===== src/rtl/rseq_pkg.sv =====
// rseq_pkg: shared state encoding and counter sizing for the reset sequencer
package rseq_pkg;
  localparam int RSEQ_STATE_W = 2;
  localparam logic [RSEQ_STATE_W-1:0] RSEQ_HOLD = 2'd0;
  localparam logic [RSEQ_STATE_W-1:0] RSEQ_WAIT = 2'd1;
  localparam logic [RSEQ_STATE_W-1:0] RSEQ_DONE = 2'd2;
  typedef enum logic [RSEQ_STATE_W-1:0] {
    ST_HOLD = RSEQ_HOLD,
    ST_WAIT = RSEQ_WAIT,
    ST_DONE = RSEQ_DONE
  } rseq_state_e;
  function automatic int rseq_cnt_w(input int max);
    return (max < 1) ? 1 : $clog2(max + 1);
  endfunction
endpackage


===== src/rtl/rseq_sat_counter.sv =====
// rseq_sat_counter: up-counter with synchronous clear that sticks at all-ones
module rseq_sat_counter #(
  parameter int W = 4
) (
  input  logic         clk,
  input  logic         reset,
  input  logic         clr,
  input  logic         en,
  output logic [W-1:0] q
);
  always_ff @(posedge clk or negedge reset)
    if (!reset) q <= '0;
    else if (clr) q <= '0;
    else if (en && q != '1) q <= q + 1'b1;
endmodule


===== src/rtl/reset_sequencer.sv =====
// reset_sequencer: holds all stages in reset, then releases them one by one as each reports ready.
// Define RSEQ_TIMEOUT_EN to bound each ready wait and flag a sticky timeout_err.
module reset_sequencer
  import rseq_pkg::*;
#(
  parameter int NUM_STAGES     = 3,
  parameter int HOLD_CYCLES    = 16,
  parameter int STAGE_DELAY    = 8,
  parameter int TIMEOUT_CYCLES = 255
) (
  input  logic                  clk,
  input  logic                  reset,
  input  logic [NUM_STAGES-1:0] stage_ready_in,
  input  logic                  sw_reset_req,
  output logic [NUM_STAGES-1:0] stage_reset_out,
  output logic                  all_released,
  output logic                  busy,
  output logic                  timeout_err
);
`ifdef RSEQ_TIMEOUT_EN
  localparam int CW = rseq_cnt_w(HOLD_CYCLES > TIMEOUT_CYCLES ? HOLD_CYCLES : TIMEOUT_CYCLES);
`else
  localparam int CW = rseq_cnt_w(HOLD_CYCLES > STAGE_DELAY ? HOLD_CYCLES : STAGE_DELAY);
`endif
  localparam int IW = NUM_STAGES > 1 ? $clog2(NUM_STAGES) : 1;
  localparam logic [CW-1:0] HOLD_LAST = CW'(HOLD_CYCLES - 1);
  localparam logic [CW-1:0] DLY_LAST  = CW'(STAGE_DELAY - 1);
  localparam logic [IW-1:0] IDX_LAST  = IW'(NUM_STAGES - 1);

  if (NUM_STAGES < 1 || HOLD_CYCLES < 1 || STAGE_DELAY < 1 || TIMEOUT_CYCLES < 1) begin : g_bad_cfg
    $error("reset_sequencer: parameters must all be >= 1");
  end

  rseq_state_e          state_q, state_d;
  logic [IW-1:0]         idx_q, idx_d;
  logic [NUM_STAGES-1:0] out_d;
  logic                  rel_d, busy_d, tmo_d;
  logic [CW-1:0]         cnt;
  logic                  cnt_clr, cnt_en, accept, tmo_hit, adv;

  rseq_sat_counter #(.W(CW)) u_cnt (
    .clk   (clk),
    .reset (reset),
    .clr   (cnt_clr),
    .en    (cnt_en),
    .q     (cnt)
  );

  // Ready is level-sampled, so an early flag simply waits out the minimum delay.
  assign accept = cnt >= DLY_LAST && stage_ready_in[idx_q];
`ifdef RSEQ_TIMEOUT_EN
  localparam logic [CW-1:0] TMO_LAST = CW'(TIMEOUT_CYCLES - 1);
  if (TIMEOUT_CYCLES <= STAGE_DELAY) begin : g_bad_tmo
    $error("reset_sequencer: TIMEOUT_CYCLES must exceed STAGE_DELAY");
  end
  assign tmo_hit = cnt == TMO_LAST && !accept;
`else
  assign tmo_hit = 1'b0;
`endif
  assign adv = accept || tmo_hit;

  always_comb begin
    state_d = state_q;
    idx_d   = idx_q;
    out_d   = stage_reset_out;
    rel_d   = all_released;
    busy_d  = busy;
    tmo_d   = timeout_err;
    cnt_clr = 1'b0;
    cnt_en  = 1'b0;
    case (state_q)
      ST_HOLD: begin
        cnt_en = 1'b1;
        if (cnt == HOLD_LAST) begin
          state_d = ST_WAIT;
          idx_d   = '0;
          out_d   = NUM_STAGES'(1);
          cnt_clr = 1'b1;
        end
      end
      ST_WAIT: begin
        cnt_en = 1'b1;
        tmo_d  = timeout_err || tmo_hit;
        if (adv) begin
          cnt_clr = 1'b1;
          if (idx_q == IDX_LAST) begin
            state_d = ST_DONE;
            rel_d   = 1'b1;
            busy_d  = 1'b0;
          end else begin
            idx_d = idx_q + 1'b1;
            out_d = (stage_reset_out << 1) | NUM_STAGES'(1);
          end
        end
      end
      ST_DONE: begin
        if (sw_reset_req) begin
          state_d = ST_HOLD;
          idx_d   = '0;
          out_d   = '0;
          rel_d   = 1'b0;
          busy_d  = 1'b1;
          tmo_d   = 1'b0;
          cnt_clr = 1'b1;
        end
      end
      default: begin
        state_d = ST_HOLD;
        idx_d   = '0;
        out_d   = '0;
        rel_d   = 1'b0;
        busy_d  = 1'b1;
        tmo_d   = 1'b0;
        cnt_clr = 1'b1;
      end
    endcase
  end

  always_ff @(posedge clk or negedge reset)
    if (!reset) begin
      state_q         <= ST_HOLD;
      idx_q           <= '0;
      stage_reset_out <= '0;
      all_released    <= 1'b0;
      busy            <= 1'b1;
      timeout_err     <= 1'b0;
    end else begin
      state_q         <= state_d;
      idx_q           <= idx_d;
      stage_reset_out <= out_d;
      all_released    <= rel_d;
      busy            <= busy_d;
      timeout_err     <= tmo_d;
    end
endmodule


===== config.mk =====
export PLATFORM = sky130hd
export DESIGN_NAME = reset_sequencer
export DESIGN_NICKNAME = d
export VERILOG_FILES = /design/src/rtl/rseq_pkg.sv /design/src/rtl/rseq_sat_counter.sv /design/src/rtl/reset_sequencer.sv
export SDC_FILE = /design/constraint.sdc
export NUM_CORES = 1
export LEC_CHECK = 0
export CORE_UTILIZATION = 55
export DETAILED_ROUTE_END_ITERATION = 12
export PLACE_DENSITY = 0.87
export SYNTH_ARGS = -nofsm -noshare
export SYNTH_HDL_FRONTEND = slang
export SYNTH_HIERARCHICAL = 1
export SYNTH_SLANG_ARGS = --single-unit

===== constraint.sdc =====
create_clock -name clk -period 4.9 [get_ports clk]
set_input_delay 0.49 -clock clk [delete_from_list [all_inputs] [get_ports clk]]
set_output_delay 0.49 -clock clk [all_outputs]
set_load 0.01 [all_outputs]

==> summary.txt, run 1 <==
Floorplanning
  – DIE HEIGHT: 40.3 um
  – Die X: 40.3 um
  – Placeable Area: 1330 um^2
  – Io pins: 12
  – Full die area: 1620 um^2
  – Cell Rows: 13
  – Starting density of the core: 60.4%

Timing
  – Setup WS post-layout: 3060 ps
  – Worst Skew: 3.30 ps
  – Slew @ Worst Pin: 612 ps
  – Slew margin rel.: 59.1%
  – Peak Freq: 542 MHz
  – Sum Neg Setup Slack: 0 ps
  – Hold Vio Cnt, Final: 0
  – Hold WS: 497 ps
  – Setup Viol. Count Final: 0
  – Tmin final: 1840 ps
  – Max-slew violations: 0
  – Final period util: 37.6%
  – RSZ-0062 raised after global routing: false

Placement
  – Pre-CTS setup slack: 2920 ps
  – Placed Area: 893 um^2
  – Buffers on Ports: 10
  – Final HPWL DP: 1060 um
  – GP Congestion: 0.826

GRT
  – Largest net degree at the start of global routing: 15
  – GR Overflow Total: 0
  – GRT Total Usage: 21.9%
  – Global-route wire length before repair: 2260 um
  – Vias in the first global route: 525
  – Initial antenna violation count: 0

Worst setup path
  – Slowest cell on the critical path: dfstp_2
  – Crit path DAT: 1350 ps
  – Crit-path max cell delay: 550 ps
  – Crit-path max FO: 3
  – Crit path launch type: register
  – Crit Reg-Reg Endpoint: u_cnt/q[3]
  – Top cell family by delay on the critical path: flip-flops
  – Worst Path Required: 4410 ps
  – Worst R2R Setup Slack: 3060 ps
  – Buffers & Inverters on Critical Path: 1
  – Reg2reg start: u_cnt/q[0]
  – Worst setup EP type: output pin
  – CP Cell Sequence: clkdlybuf4s50_1
  – Worst Reg-to-Reg Cells: 6
  – Critical path type: reg2out

Clock network
  – CTS Buffer Depth: 2
  – Hold buffers post-CTS: 0
  – Post-CTS resize count: 0
  – TritonCTS Buffers: 3
  – H-tree Lvls: 1
  – CTS clk-pin slew, worst paths: 90 ps
  – Clock latency on the worst-skew pair: 280 ps
  – # clock sinks: 14
  – CTS tree: done
  – Post-CTS setup buffer count: 0
  – Clk root buf: clkbuf_4

Drt
  – Top routing layer in use: met4
  – Via count: 600
  – Iteration-0 DRC Markers: 16
  – Routed met1 length: 702 um
  – Met2 Routed Length: 711 um
  – Via/cell ratio: 5.83
  – Total Wirelength: 1480 um
  – Routed Antenna Nets: 0
  – DR DRC count: 0
  – Pre-antenna DRT Iters: 4
  – Routed wl met3: 57 um
  – Detailed-route wire length per cell: 14.4 um

Final layout
  – FF/Latch Area: 352 um^2
  – Final std cell area, no fill: 930 um^2
  – Area growth syn-to-layout: 15.4%
  – Area of the multi-input gates: 412 um^2
  – Ant. Diodes: 0
  – Layout cell share with drive strength beyond 1: 12.5%
  – Commonest cells after routing, fill and taps aside: dfrtp_1, clkdlybuf4s50_1, nor2_1
  – Final core occ: 69.7%
  – Nets@finish: 98
  – Commonest non-fill, non-tap cell in the layout: dfrtp_1
  – Fillers: 105

Synthesis
  – Seq/Total Area, Yosys: 43.6%
  – Ys Warns: 6
  – Post-synth EDFFs: 0
  – Yosys reg bits: 14
  – Mapped Cells: 78
  – Distinct cell type count after synthesis: 33
  – Synth Flop Type: dfrtp_1
  – Syn Area/Cell: 10.3 um^2
  – Mapped Nets: 87
  – Cell Area, Synth: 806 um^2
  – Share of synthesized registers carrying an async set or reset: 100%

Hold path
  – Worst min path class: reg2reg
  – Hold_sp: busy
  – Hold Crit Depth: 1
  – Hold endpoint: busy

Status
  – Status: completed

Power and ir drop
  – VDD IR-drop max: 0.367 mV
  – Leak pwr: 0.000415 uW
  – Power Dens Cells: 559 nW/um^2

Job
  – Max_cap viols: 0
kinds of logic (layout without fill, tap and decap cells):
| group | count (synthesis) | count (layout) | share of synthesized area [%] |
|---|---|---|---|
| buf+inv | 7 | 17 | 5.28 |
| flops | 14 | 14 | 43.6 |
| other cells | 1 | 1 | 0.465 |
| xor+xnor | 2 | 2 | 2.17 |
| simple gates | 29 | 29 | 19.6 |
| fa+ha+maj | 3 | 3 | 4.66 |
| mux | 4 | 4 | 5.59 |
| compound gates | 18 | 18 | 18.6 |
cell usage after synthesis, types with 2 or more instances:
cell type   n  area share, %
dfrtp_1    13             40
nor2_1      8            3.7
a21oi_1     5            3.1
nand2_1     5            2.3
a22o_1      3            3.3
ha_1        3            4.7
inv_1       3            1.4
mux2i_1     3            3.7
nor3_1      3            1.9
o21ai_0     3            1.9
and2_1      2            1.6
and3_1      2            1.6
buf_4       2            1.9
nand2b_1    2            1.6
nand3_1     2            1.2
xor2_1      2            2.2
state kept, by name (all words and copies together), names as in the netlist:
signal,count
u_cnt/q,5
stage_reset_out,3
busy,1
idx_q,2
state_q,2
all_released,1
power breakdown:
part           leakage, uW  switching [uW]  total, uW  internal, uW
combinational     0.000220             101        219           118
clock            0.0000210            37.7       82.8          45.2
sequential        0.000173            52.2        218           166
total             0.000415             191        520           329
worst max-delay path by stage:
stage	startpoint	end	slack [ps]	depth (start not counted)
after global placement	stage_ready_in[2]	idx_q[0]	2960	6
after detailed placement	stage_ready_in[2]	idx_q[0]	2920	6
after global routing	u_cnt/q[0]	u_cnt/q[3]	2980	6
final	busy	busy	3060	1
after floorplan	u_cnt/q[0]	u_cnt/q[3]	3170	7
after CTS	busy	busy	3050	1
cell type report:
| type | count | area share [%] |
|---|---|---|
| Clock buffer | 4 | 3.90 |
| Inverter | 3 | 1.21 |
| Multi-Input combinational cell | 57 | 44.3 |
| Sequential cell | 14 | 37.8 |
| Tap cell | 15 | 2.02 |
| Timing Repair Buffer | 10 | 10.8 |
layer usage:
metal	global-route usage, %	vias to the layer above
met3	3.33	2
met2	35.9	19
met4	12.5	0
li1	-	297
met1	27.3	282
met5	0	-
through the flow:
| stage | total power [uW] | instances |
|---|---|---|
| floorplan | 368 | 78 |
| global placement | 432 | 99 |
| detailed placement | 438 | 99 |
| CTS | 524 | 103 |
| global route | 560 | 103 |
| finish | 520 | 103 |
No activity file was read; power rests on OpenSTA's default activity.
==> run 2, diff against run 1 <==
--- a/config.mk
+++ b/config.mk
@@ -5,9 +5,9 @@
 export SDC_FILE = /design/constraint.sdc
 export NUM_CORES = 1
 export LEC_CHECK = 0
-export CORE_UTILIZATION = 55
+export CORE_UTILIZATION = 46
 export DETAILED_ROUTE_END_ITERATION = 12
-export PLACE_DENSITY = 0.87
+export PLACE_DENSITY = 0.78
 export SYNTH_ARGS = -nofsm -noshare
 export SYNTH_HDL_FRONTEND = slang
 export SYNTH_HIERARCHICAL = 1
==> constraint.sdc (replaced) <==
create_clock -name clk -period 1.5 [get_ports clk]
set_input_delay 0.15 -clock clk [delete_from_list [all_inputs] [get_ports clk]]
set_output_delay 0.15 -clock clk [all_outputs]
set_load 0.01 [all_outputs]
==> summary.txt, run 2 (synthesis gave the netlist of run 1 again) <==
Floorplanning
  – Io pins: 12 (unchanged)
  – Placeable Area: 1580 um^2 (+18%)
  – Starting density of the core: 51.1% (-9.3 points)
  – Cell Rows: 14 (+1)
  – DIE HEIGHT: 43.9 um (+8.9%)
  – Die X: 43.9 um (+8.9%)
  – Full die area: 1920 um^2 (+19%)

Final layout
  – Largest regs: u_cnt/q (5), stage_reset_out (3)
  – Layout cell share with drive strength beyond 1: 37.4% (+25 points)
  – Commonest cells after routing, fill and taps aside: buf_4, dfrtp_1, clkdlybuf4s50_1
  – Top reg by flops: u_cnt/q
  – Max reg flops: 5 (unchanged)
  – Ant. Diodes: 0 (unchanged)
  – Nets@finish: 117 (+19%)
  – Fillers: 113 (+7.6%)
  – Commonest non-fill, non-tap cell in the layout: buf_4
  – Area growth syn-to-layout: 39.4%

Power and ir drop
  – Combinational power share: 51.7% (+9.6 points)
  – Power Dens Cells: 1790 nW/um^2 (+220%)
  – Seq pwr share: 34.5% (-7.5 points)
  – Cell Int Power: 1290 uW (+290%)
  – NetSw: 726 uW (+280%)
  – Switching Fraction: 36.0% (-0.70 points)
  – Clock power share: 13.9% (-2.0 points)
  – VDD IR-drop max: 0.808 mV (+120%)
  – Leak pwr: 0.000509 uW (+23%)

Timing
  – Hold Vio Cnt, Final: 0 (unchanged)
  – Peak Freq: 627 MHz
  – Max-slew violations: 0 (unchanged)
  – Setup WS post-layout: -94.9 ps (-3150 ps)
  – RSZ-0062 raised after global routing: true
  – Hold WS: 175 ps (-321 ps)
  – Worst Skew: 2.04 ps (-1.26 ps)
  – Tmin final: 1590 ps
  – Sum Neg Setup Slack: -200 ps (-200 ps)
  – Setup Viol. Count Final: 5 (+5)
  – Final period util: 106%

Worst setup path
  – Crit-path max FO: 4 (+1)
  – Critical path type: reg2reg
  – Worst Path Required: 1720 ps (-2690 ps)
  – CP Cell Sequence: ha_2 -> and3_4 -> ha_4 -> nand2b_4 -> or3_4 -> a21oi_2
  – Crit path launch type: register
  – Crit path DAT: 1810 ps (+460 ps)
  – Slowest cell on the critical path: dfrtp_1
  – Crit-path max cell delay: 420 ps (-130 ps)
  – Worst setup EP type: register

GRT
  – Initial antenna violation count: 0 (unchanged)
  – Vias in the first global route: 637 (+21%)
  – Global-route wire length before repair: 2900 um (+28%)
  – GR Overflow Total: 0 (unchanged)
  – GRT Total Usage: 21.4% (-0.49 points)
  – Largest net degree at the start of global routing: 15 (unchanged)

Drt
  – Pre-antenna DRT Iters: 6 (+2)
  – Via count: 691 (+15%)
  – Via/cell ratio: 5.62 (-3.6%)
  – Iteration-0 DRC Markers: 9 (-7)
  – Total Wirelength: 1760 um (+19%)
  – DR DRC count: 0 (unchanged)
  – Detailed-route wire length per cell: 14.3 um (-0.55%)
  – Routed Antenna Nets: 0 (unchanged)

Clock network
  – Clock latency on the worst-skew pair: 280 ps (about the same)
  – CTS tree: done
  – TritonCTS Buffers: 3 (unchanged)
  – # clock sinks: 14 (unchanged)
  – H-tree Lvls: 1 (unchanged)
  – CTS Buffer Depth: 2 (unchanged)
  – Clk root buf: clkbuf_4
  – CTS clk-pin slew, worst paths: 90 ps (about the same)

Placement
  – GP Congestion: 0.826 (unchanged)
  – Buffers on Ports: 10 (unchanged)
  – Final HPWL DP: 1220 um (+15%)

Status
  – Status: finished with violations
  – Failing checks: negative setup slack

Job
  – Max_cap viols: 0 (unchanged)

Hold path
  – Worst min path class: in2async
run 2: cell count changes in the layout (fill, tap and decap cells not counted), sizes merged:
cell / delta
buf: +19
clkdlybuf4s50: -1
dlygate4sd2: +1
run 2: worst paths after layout:
check	cells after the start	endpoint	slack, ps	start
setup / recovery	6	u_cnt/q[3]	-90	u_cnt/q[0]
hold / removal	2	idx_q[1]	180	reset
setup reg to reg	6	u_cnt/q[3]	-90	u_cnt/q[0]
hold reg to reg	1	busy	490	busy
max in group asynchronous	2	busy	1090	reset
min in group clk	1	busy	490	busy
run 2: critical path, delay by kind of cell, from the launching register on:
| family | cells | cell delay, ps |
|---|---|---|
| AO/OA/AOI/OAI | 1 | 110 |
| adder cells (fa/ha/maj) | 2 | 350 |
| flip-flops | 1 | 420 |
| AND/OR/NAND/NOR | 3 | 630 |
run 2: power groups by stage:
stage	combinational [uW]	sequential [uW]	clock, uW
global placement	906	687	0
finish	1040	694	279
detailed placement	925	700	0
CTS	994	693	280
global route	1140	715	299
floorplan	535	699	0
run 2: through the flow:
stage	util, %	cell area [um^2]	std cells	total power (uW)	setup slack, ps
2_1_floorplan	-	847	78	1230	-121
3_3_place_gp	65.5	1030	114	1590	-102
3_5_place_dp	65.5	1030	114	1620	-124
4_1_cts	69.7	1100	121	1970	-82.7
5_1_grt	71.3	1120	123	2160	-137
6_report	71.3	1120	123	2010	-94.9
run 2: area by class of cell:
type / count / area [um^2] / area share, %
multi-input cells: 57 / 463 / 41.2
flip-flops and latches: 14 / 352 / 31.3
clock buffers: 4 / 36.3 / 3.23
repair buffers: 29 / 241 / 21.5
inverters: 3 / 11.3 / 1.00
well taps: 16 / 20.0 / 1.78
run 2: routing by layer:
layer	routed length, um	share of wire (%)	vias up	track usage (%)
li1	-	-	337	-
met1	889	51	335	29.6
met2	795	45	15	34.0
met3	51	2.9	4	3.75
met4	23	1.3	0	7.27
met5	0	0	-	0
run 2: repair_timing:
| item | 4_1_cts | 5_1_grt |
|---|---|---|
| hold buffers | 0 | 0 |
| setup endpoints to repair | 9 | 9 |
| gates resized for setup | 3 | 2 |
| buffers inserted | 3 | 2 |
| pin swaps | 0 | 5 |
==> run 3, diff against run 2 <==
--- a/config.mk
+++ b/config.mk
@@ -5,6 +5,7 @@
 export SDC_FILE = /design/constraint.sdc
 export NUM_CORES = 1
 export LEC_CHECK = 0
+export CAP_MARGIN = 20
 export CORE_UTILIZATION = 46
 export DETAILED_ROUTE_END_ITERATION = 12
 export PLACE_DENSITY = 0.78
==> results of run 3 <==
No change in the layout: final DEF, timing and power equal those of run 2.
